--- config.mk ---
export PLATFORM = sky130hd
export DESIGN_NAME = lcd_write_engine_flat
export DESIGN_NICKNAME = d
export VERILOG_FILES = /design/src/rtl/lcd_write_engine_if.sv /design/src/rtl/lcd_write_engine.sv /design/src/flat_wrapper.sv
export SDC_FILE = /design/constraint.sdc
export NUM_CORES = 1
export LEC_CHECK = 0
export ABC_AREA = 0
export CAP_MARGIN = 25
export CORE_UTILIZATION = 25
export CTS_BUF_LIST = sky130_fd_sc_hd__clkbuf_4 sky130_fd_sc_hd__clkbuf_8 sky130_fd_sc_hd__clkbuf_16
export CTS_CLUSTER_SIZE = 14
export DETAILED_ROUTE_END_ITERATION = 12
export GPL_ROUTABILITY_DRIVEN = 0
export PLACE_DENSITY = 0.54
export SYNTH_ARGS = -nofsm -noshare
export SYNTH_HDL_FRONTEND = slang
export SYNTH_SLANG_ARGS = --single-unit
export TNS_END_PERCENT = 1
--- constraint.sdc ---
create_clock -name CLOCK_50MHZ -period 2.05 [get_ports CLOCK_50MHZ]
set_input_delay 0.41 -clock CLOCK_50MHZ [delete_from_list [all_inputs] [get_ports CLOCK_50MHZ]]
set_output_delay 0.41 -clock CLOCK_50MHZ [all_outputs]
set_load 0.01 [all_outputs]
--- src/rtl/lcd_write_engine_if.sv ---
// Request handshake from the sequencer plus the LCD pin bundle driven by lcd_write_engine.
// master = sequencer/observer side, slave = the engine.
interface lcd_write_engine_if;
  logic       REQ_VALID;
  logic       REQ_RS;
  logic [7:0] REQ_DATA;
  logic       REQ_READY;
  logic       DONE;
  logic [7:0] LCD_DATA_BIT;
  logic       LCD_ENABLE;
  logic       LCD_REGISTER_SELECT;
  logic       LCD_READ_WRITE;

  modport master (
    output REQ_VALID, REQ_RS, REQ_DATA,
    input  REQ_READY, DONE, LCD_DATA_BIT, LCD_ENABLE, LCD_REGISTER_SELECT, LCD_READ_WRITE
  );

  modport slave (
    input  REQ_VALID, REQ_RS, REQ_DATA,
    output REQ_READY, DONE, LCD_DATA_BIT, LCD_ENABLE, LCD_REGISTER_SELECT, LCD_READ_WRITE
  );
endinterface

--- src/rtl/lcd_write_engine.sv ---
// Single-byte LCD write engine: accepts RS+byte on valid/ready and sequences
// setup, enable pulse, hold and settle timing on the LCD pins.
module lcd_write_engine #(
  parameter int unsigned SETUP_WAIT       = 32'd2,
  parameter int unsigned PULSE_WAIT       = 32'd12,
  parameter int unsigned HOLD_WAIT        = 32'd1,
  parameter int unsigned SETTLE_WAIT      = 32'd2000,
  parameter int unsigned LONG_SETTLE_WAIT = 32'd82000
) (
  input  logic                CLOCK_50MHZ,
  input  logic                BUTTON_SOUTH,
  lcd_write_engine_if.slave   bus
);

  // A zero wait is illegal; clamp to one cycle so the counter can never wrap.
  localparam logic [31:0] SetupLd  = (SETUP_WAIT == 0)       ? 32'd1 : 32'(SETUP_WAIT);
  localparam logic [31:0] PulseLd  = (PULSE_WAIT == 0)       ? 32'd1 : 32'(PULSE_WAIT);
  localparam logic [31:0] HoldLd   = (HOLD_WAIT == 0)        ? 32'd1 : 32'(HOLD_WAIT);
  localparam logic [31:0] SettleLd = (SETTLE_WAIT == 0)      ? 32'd1 : 32'(SETTLE_WAIT);
  localparam logic [31:0] LongLd   = (LONG_SETTLE_WAIT == 0) ? 32'd1 : 32'(LONG_SETTLE_WAIT);

  typedef enum logic [2:0] {StIdle, StSetup, StPulse, StHold, StSettle} state_e;

  state_e      state_q, state_d;
  logic [31:0] cnt_q, cnt_d;
  logic [7:0]  data_q, data_d;
  logic        rs_q, rs_d;
  logic        long_q, long_d;
  logic        e_q, e_d;
  logic        done_q, done_d;
  logic        cnt_last;

  assign cnt_last = (cnt_q <= 32'd1);

  always_comb begin
    state_d = state_q;
    cnt_d   = cnt_q;
    data_d  = data_q;
    rs_d    = rs_q;
    long_d  = long_q;
    done_d  = 1'b0;
    unique case (state_q)
      StIdle: begin
        if (bus.REQ_VALID) begin
          data_d  = bus.REQ_DATA;
          rs_d    = bus.REQ_RS;
          // Clear (0x01) and Return-Home (0x02/0x03) need the long settle.
          long_d  = !bus.REQ_RS && (bus.REQ_DATA[7:2] == 6'd0) && (bus.REQ_DATA != 8'd0);
          cnt_d   = SetupLd;
          state_d = StSetup;
        end
      end
      StSetup: begin
        if (cnt_last) begin
          cnt_d   = PulseLd;
          state_d = StPulse;
        end else begin
          cnt_d = cnt_q - 32'd1;
        end
      end
      StPulse: begin
        if (cnt_last) begin
          cnt_d   = HoldLd;
          state_d = StHold;
        end else begin
          cnt_d = cnt_q - 32'd1;
        end
      end
      StHold: begin
        if (cnt_last) begin
          cnt_d   = long_q ? LongLd : SettleLd;
          state_d = StSettle;
        end else begin
          cnt_d = cnt_q - 32'd1;
        end
      end
      StSettle: begin
        if (cnt_last) begin
          cnt_d   = 32'd0;
          done_d  = 1'b1;
          state_d = StIdle;
        end else begin
          cnt_d = cnt_q - 32'd1;
        end
      end
      default: state_d = StIdle;
    endcase
    e_d = (state_d == StPulse);
  end

  always_ff @(posedge CLOCK_50MHZ) begin
    if (BUTTON_SOUTH) begin
      state_q <= StIdle;
      cnt_q   <= 32'd0;
      data_q  <= 8'h00;
      rs_q    <= 1'b0;
      long_q  <= 1'b0;
      e_q     <= 1'b0;
      done_q  <= 1'b0;
    end else begin
      state_q <= state_d;
      cnt_q   <= cnt_d;
      data_q  <= data_d;
      rs_q    <= rs_d;
      long_q  <= long_d;
      e_q     <= e_d;
      done_q  <= done_d;
    end
  end

  assign bus.REQ_READY           = (state_q == StIdle);
  assign bus.DONE                = done_q;
  assign bus.LCD_DATA_BIT        = data_q;
  assign bus.LCD_REGISTER_SELECT = rs_q;
  assign bus.LCD_ENABLE          = e_q;
  assign bus.LCD_READ_WRITE      = 1'b0;

endmodule

--- src/flat_wrapper.sv ---
// flat-port wrapper written by rule: the top's interface ports become plain ports
module lcd_write_engine_flat 
#(
  parameter int unsigned SETUP_WAIT       = 32'd2,
  parameter int unsigned PULSE_WAIT       = 32'd12,
  parameter int unsigned HOLD_WAIT        = 32'd1,
  parameter int unsigned SETTLE_WAIT      = 32'd2000,
  parameter int unsigned LONG_SETTLE_WAIT = 32'd82000
)
  (CLOCK_50MHZ, BUTTON_SOUTH, bus_REQ_VALID, bus_REQ_RS, bus_REQ_DATA, bus_REQ_READY, bus_DONE, bus_LCD_DATA_BIT, bus_LCD_ENABLE, bus_LCD_REGISTER_SELECT, bus_LCD_READ_WRITE);
  lcd_write_engine_if bus_i ();
  input  logic CLOCK_50MHZ;
  input  logic BUTTON_SOUTH;
  input wire logic [$bits(bus_i.REQ_VALID)-1:0] bus_REQ_VALID;
  input wire logic [$bits(bus_i.REQ_RS)-1:0] bus_REQ_RS;
  input wire logic [$bits(bus_i.REQ_DATA)-1:0] bus_REQ_DATA;
  output wire logic [$bits(bus_i.REQ_READY)-1:0] bus_REQ_READY;
  output wire logic [$bits(bus_i.DONE)-1:0] bus_DONE;
  output wire logic [$bits(bus_i.LCD_DATA_BIT)-1:0] bus_LCD_DATA_BIT;
  output wire logic [$bits(bus_i.LCD_ENABLE)-1:0] bus_LCD_ENABLE;
  output wire logic [$bits(bus_i.LCD_REGISTER_SELECT)-1:0] bus_LCD_REGISTER_SELECT;
  output wire logic [$bits(bus_i.LCD_READ_WRITE)-1:0] bus_LCD_READ_WRITE;
  assign bus_i.REQ_VALID = bus_REQ_VALID;
  assign bus_i.REQ_RS = bus_REQ_RS;
  assign bus_i.REQ_DATA = bus_REQ_DATA;
  assign bus_REQ_READY = bus_i.REQ_READY;
  assign bus_DONE = bus_i.DONE;
  assign bus_LCD_DATA_BIT = bus_i.LCD_DATA_BIT;
  assign bus_LCD_ENABLE = bus_i.LCD_ENABLE;
  assign bus_LCD_REGISTER_SELECT = bus_i.LCD_REGISTER_SELECT;
  assign bus_LCD_READ_WRITE = bus_i.LCD_READ_WRITE;
  lcd_write_engine #(.SETUP_WAIT(SETUP_WAIT), .PULSE_WAIT(PULSE_WAIT), .HOLD_WAIT(HOLD_WAIT), .SETTLE_WAIT(SETTLE_WAIT), .LONG_SETTLE_WAIT(LONG_SETTLE_WAIT)) u_core (.CLOCK_50MHZ(CLOCK_50MHZ), .BUTTON_SOUTH(BUTTON_SOUTH), .bus(bus_i));
endmodule
Word-level counts from Yosys, hierarchy flattened:

Index checks and enable logic that the tools add are counted.

* memories: 0
* bits in writable memories: 0
* bits in read-only memories: 0
* bits of input ports: 12
* latch bits: 0
* register bits after elaboration: 47
* output and inout bits: 13
* logic and storage cells: 40

* add/sub/neg operators: 1
* bitwise logic cells: 1
* multiplexer cells: 14
* reductions and logical operators: 10
* multipliers: 0
* equal/unequal tests: 6
* div/mod/pow operators: 0
* $lt $le $gt $ge: 1
* shift-type cells: 0

Operator list (number)
* two-way mux 32 bit: 5
* case mux 32 bit (5 select lines): 1
* <= comparator 32 x 1 -> 1 bit, second input constant: 1
* subtractor 32 x 1 -> 32 bit, second input constant: 1
* two-way mux 17 bit: 1
* two-way mux 3 bit: 5
* case mux 3 bit (5 select lines): 1
* == test 3 x 2 -> 1 bit, second input constant: 3
* nonzero test 8 bit: 1
* logical NOT 6 bit: 1
* nonzero test 5 bit: 1
* AND reduction 2 bit: 2
* == test 3 x 1 -> 1 bit, second input constant: 1
* == test 3 bit, second input constant: 1
* logical NOT 3 bit: 1
* logical AND 1 bit: 2
* != test 2 bit, second input constant: 1
* OR reduction 2 bit: 1
* logical NOT 1 bit: 1
* two-way mux 1 bit: 1
* inverter 1 bit: 1

Longest topological paths before layout:

* depth after elaboration: 4
* gate-level depth with buffers: 9
* depth with buffers taken out: 7

Worst setup path before layout:

OpenSTA, ideal clock, no wires.

* kind: reg-to-reg
* start: register u_core.cnt_q[29]
* end: register u_core.cnt_q[21]
* path slack: -0.185 ns
* buffers on the path: 2
* cell stages (with the launch flop): 8
* arrival: 2.103 ns
* clock period less this slack: 2.235 ns
* cells stage by stage: dfxtp_1 > or4_1 > or4_1 > or4_1 > buf_6 > a21oi_2 > buf_4 > nor3_1

* cells in the longest elaborated chain, start to end: 3
* elaborated cells between the ends (all ways): 6

RTL lines
* from (decl): RTL line lcd_write_engine.sv:25 `logic [31:0] cnt_q, cnt_d;`
* from (signal assigned): RTL line lcd_write_engine.sv:102 `cnt_q <= cnt_d;`
* <= comparator 32 x 1 -> 1 bit (*): RTL line lcd_write_engine.sv:33 `assign cnt_last = (cnt_q <= 32'd1);`
* two-way mux 32 bit, on equally long branches
* case mux 32 bit (5 select lines) (*): RTL line lcd_write_engine.sv:42 `unique case (state_q)`

Mark *: on every way between the ends. The rest lies on a longest branch, timed or not.
A chain may end at the register's enable or synchronous reset.

Worst setup path in the final report:

* start: register u_core.cnt_q[28]
* end: register u_core.cnt_q[19]

The elaborated chain is that of the path after synthesis.

==> impl_results.md <==
- Setup-failing EPs final: 36
- Largest family of logic cells by synthesized area: simple AND/OR/NAND/NOR gates
- Final hold violations: 0
- Detailed-routing iteration count for the pre-antenna-repair pass: 4
- Count of pins on the block boundary: 25
- Clock latency reported for the late side of the worst-skew pair: 0.31 ns
- Leak pwr: between 1 and 1.5 nW
- Delay contributed by the slowest stage of the critical path: 0.51 ns
- Critical setup path kind: reg2reg
- Die footprint: around 10,000 µm²
- Max-capacitance violation count: 0
- #FFs+latches synth: 47
- Final design area excluding fillers: 3410 µm²
- Antenna Nets Post-Route: 0
- Summed instance area of the synthesized netlist: approximately 2400 µm²
- Chain of cells forming the critical path: or4_1 -> or4_4 -> or4_4 -> buf_6 -> a21oi_4 -> buf_12 -> nor3_1
- Reg-to-reg endpoint: u_core.cnt_q[19]$_SDFFE_PP0P_
- Min-delay src: u_core.bus.LCD_DATA_BIT[5]$_SDFFE_PP0P_
- Kind of start point of the critical path: register
- Placement Cell Area: 3290 µm²
- Area fraction in compound gates after synthesis: 12.3%
- Nets in the synthesized netlist: roughly 320
- Post-Synth Simple-Gate Area: 32.6%
- Area of the core region: 9370 µm²
- Post-route fraction of the period consumed by the critical path: 115%
- # fillers: 1,002
- Max H-tree Level: 2
- Synth top area cells: sky130_fd_sc_hd__dfxtp_1, sky130_fd_sc_hd__nor3_1, sky130_fd_sc_hd__xnor2_1
- CTS tree: built
- Cell type group with the largest total delay on the critical path: simple AND/OR/NAND/NOR gates
- Maximum number of pins on one net before global-route repair: 23
- Number of buffers and inverters on the critical path: 2
- Ys flop type: sky130_fd_sc_hd__dfxtp_1
- Clock slew seen by the registers of the worst setup and hold paths: 0.09 ns
- Worst IR Drop VDD: approximately 0.00071 V
- Worst slew margin: 65.3%
- Drt total wl: about 6.7 mm
- Die H: 101 µm
- Cell count after synthesis: approximately 300
- Max Fclk: 426 MHz
- Hold slack: 0.454 ns
- Setup TNS: -8.59 ns
- Count of flip-flops with a built-in enable after synthesis: 0
- Layout cell share with drive strength beyond 1: 22.6%
- Result of the run: complete, but fails checks
- Clock tree root driver cell: sky130_fd_sc_hd__clkbuf_8
- Drt drc: 0
- Worst reg-to-reg path cell count: 7
- Vias in the first global route: 2,344
- Post-CTS Setup Inserts: 0
- Commonest cells post-synth: sky130_fd_sc_hd__dfxtp_1, sky130_fd_sc_hd__nor3_1, sky130_fd_sc_hd__nand2_1
- End point of the critical path: u_core.cnt_q[19]$_SDFFE_PP0P_
- TritonCTS Buffers: 5
- Starting density of the core: 26.1%
- Fin nets: 395
- Final HPWL from detailed placement: 4.98 mm
- Unrepaired setup endpoints after global routing: true
- Beginning of the critical path: u_core.cnt_q[28]$_SDFFE_PP0P_
- Async set or reset register ratio after synthesis: 0%
- Mean Syn Cell Area: 8.06 µm²
- Slew Viols, Final: 0
- Share of Yosys cell area claimed by the top area cell type: 38.5%
- # diodes: 0
- Synthesis-to-finish area growth: 39.5%
- Sinks on Clock Net: 47
- Count of buffers from port buffering: 23
- Post-DR vias/cell: 4.84
- Violated checks: negative setup slack
- Register area share after synthesis: between 30% and 40%
- Critical path's most frequent cell: sky130_fd_sc_hd__or4_4
- Data arrival time at the worst-slack endpoint: between 2 and 3 ns
- Fin crit period: 2.35 ns
- Total number of vias: 2,467
- YS warnings: 0
- Share of synthesized area spent on multiplexers: 2.46%
- Worst hold-check path type: reg2reg
- Max Buffers Root-to-Sink: 2
- Antenna violations before repair: 0
- Power per standard cell area: 1780 nW/µm²
- Dominant cell by count in the synthesized netlist: sky130_fd_sc_hd__dfxtp_1
- Crit. End Element: register
- Cell at the slowest stage of the critical path: sky130_fd_sc_hd__or4_1
- Critical path peak fanout: 20
- Number of library cell types mapped by synthesis: 45
- Dominant cell type by area after synthesis: sky130_fd_sc_hd__dfxtp_1
- Global route total overflow: 0
- Final design utilization: 36.4%
- Number of violations reported at the end of detailed-routing iteration 0: 75
- Critical Path Stages: 7
- Actual slew at the worst max-slew pin: slightly above 0.5 ns
- Share of the synthesized netlist area taken by xor and xnor gates: 7.53%
- Setup slack after layout: -0.300 ns
- Wire length of the first global-routing pass: 11.4 mm
- FF-to-FF setup slack: -0.30 ns
- Site Rows: 35
- Launching point of the worst reg2reg path: u_core.cnt_q[28]$_SDFFE_PP0P_
- Aggregate global-route resource usage: 14.1%
- Final clock skew: 0.0149 ns
- Fraction of the mapped netlist area in adder cells: under 10%
- Required arrival time at the worst endpoint: 2.23 ns
- Detail-routed net length per standard cell: 13.1 µm
- Die outline width: 101 µm
## worst min-delay path by stage
stage,end,slack (ns),cells past startpoint
final,u_core.bus.LCD_DATA_BIT[5]$_SDFFE_PP0P_,0.45,2
after global routing,u_core.bus.LCD_DATA_BIT[1]$_SDFFE_PP0P_,0.49,2
after CTS,u_core.bus.LCD_DATA_BIT[3]$_SDFFE_PP0P_,0.46,2
after detailed placement,u_core.bus.LCD_DATA_BIT[3]$_SDFFE_PP0P_,0.45,2
after global placement,u_core.bus.LCD_DATA_BIT[6]$_SDFFE_PP0P_,0.44,2
after floorplan,u_core.cnt_q[6]$_SDFFE_PP0P_,0.44,2
## registers in the layout, summed over array words and instances (netlist names)
name                            flops
u_core.state_q                      3
u_core.bus.LCD_REGISTER_SELECT      1
u_core.cnt_q                       32
u_core.bus.DONE                     1
u_core.bus.LCD_DATA_BIT             8
u_core.long_q                       1
u_core.bus.LCD_ENABLE               1
## area by class of cell
class / count / area [µm²] / area share (%)
clock buffers: 5 / 68.8 / 2.02
clock inverters: 2 / 13.8 / 0.404
inverters: 9 / 33.8 / 0.991
multi-input cells: 228 / 1410 / 41.3
flip-flops and latches: 47 / 945 / 27.7
well taps: 129 / 161 / 4.73
repair buffers: 90 / 778 / 22.8
## worst min-delay path, cell delays in order, from the launching register on
cell and delay (ns):
sky130_fd_sc_hd__dfxtp_1 0.31, sky130_fd_sc_hd__nand2_1 0.05, sky130_fd_sc_hd__a21oi_1 0.05
## routing by layer
metal | up-vias | track usage (%) | share of wire, %
met1 | 1172 | 18.9 | 49
met4 | 0 | 4.01 | 1.3
li1 | 1259 | - | -
met5 | - | 0 | 0
met2 | 30 | 22.7 | 48
met3 | 6 | 2.91 | 1.9
## report_power, final
group | internal (mW) | switching, mW
Sequential | 1.12 | 0.139
Combinational | 2.13 | 2.14
Clock | 0.234 | 0.321
Total | 3.49 | 2.60
## stage by stage
step / setup WS, ns / cells / power (mW)
after detailed placement: -0.299 / 503 / 5.39
final: -0.300 / 510 / 6.08
after global routing: -0.374 / 510 / 6.56
after CTS: -0.305 / 510 / 6.05
after global placement: -0.271 / 503 / 5.36
after floorplan: -0.181 / 303 / 3.72
## kinds of logic (layout without fill, tap and decap cells)
group	after synthesis	count (layout)
compound gates	46	46
xor+xnor	21	21
fa+ha+maj	2	2
buf+inv	28	106
flops	47	47
mux	6	6
other cells	1	1
simple gates	152	152
## layout by cell type, fill, tap and decap left out, drive strengths merged, types with 9 or more instances in the layout
cell	n
nor3	39
a21oi	17
nand3	9
inv	9
xnor2	19
nand2	34
nor2	15
buf	67
clkdlybuf4s50	23
nor4	19
dfxtp	47
## timing repair
item                       4_1_cts  5_1_grt
hold buffers                     0        0
setup endpoints to repair       36       37
pin swaps                        6        1
cloned                           0        0
resized for setup                5        5
(Power assumes the default switching activity.)
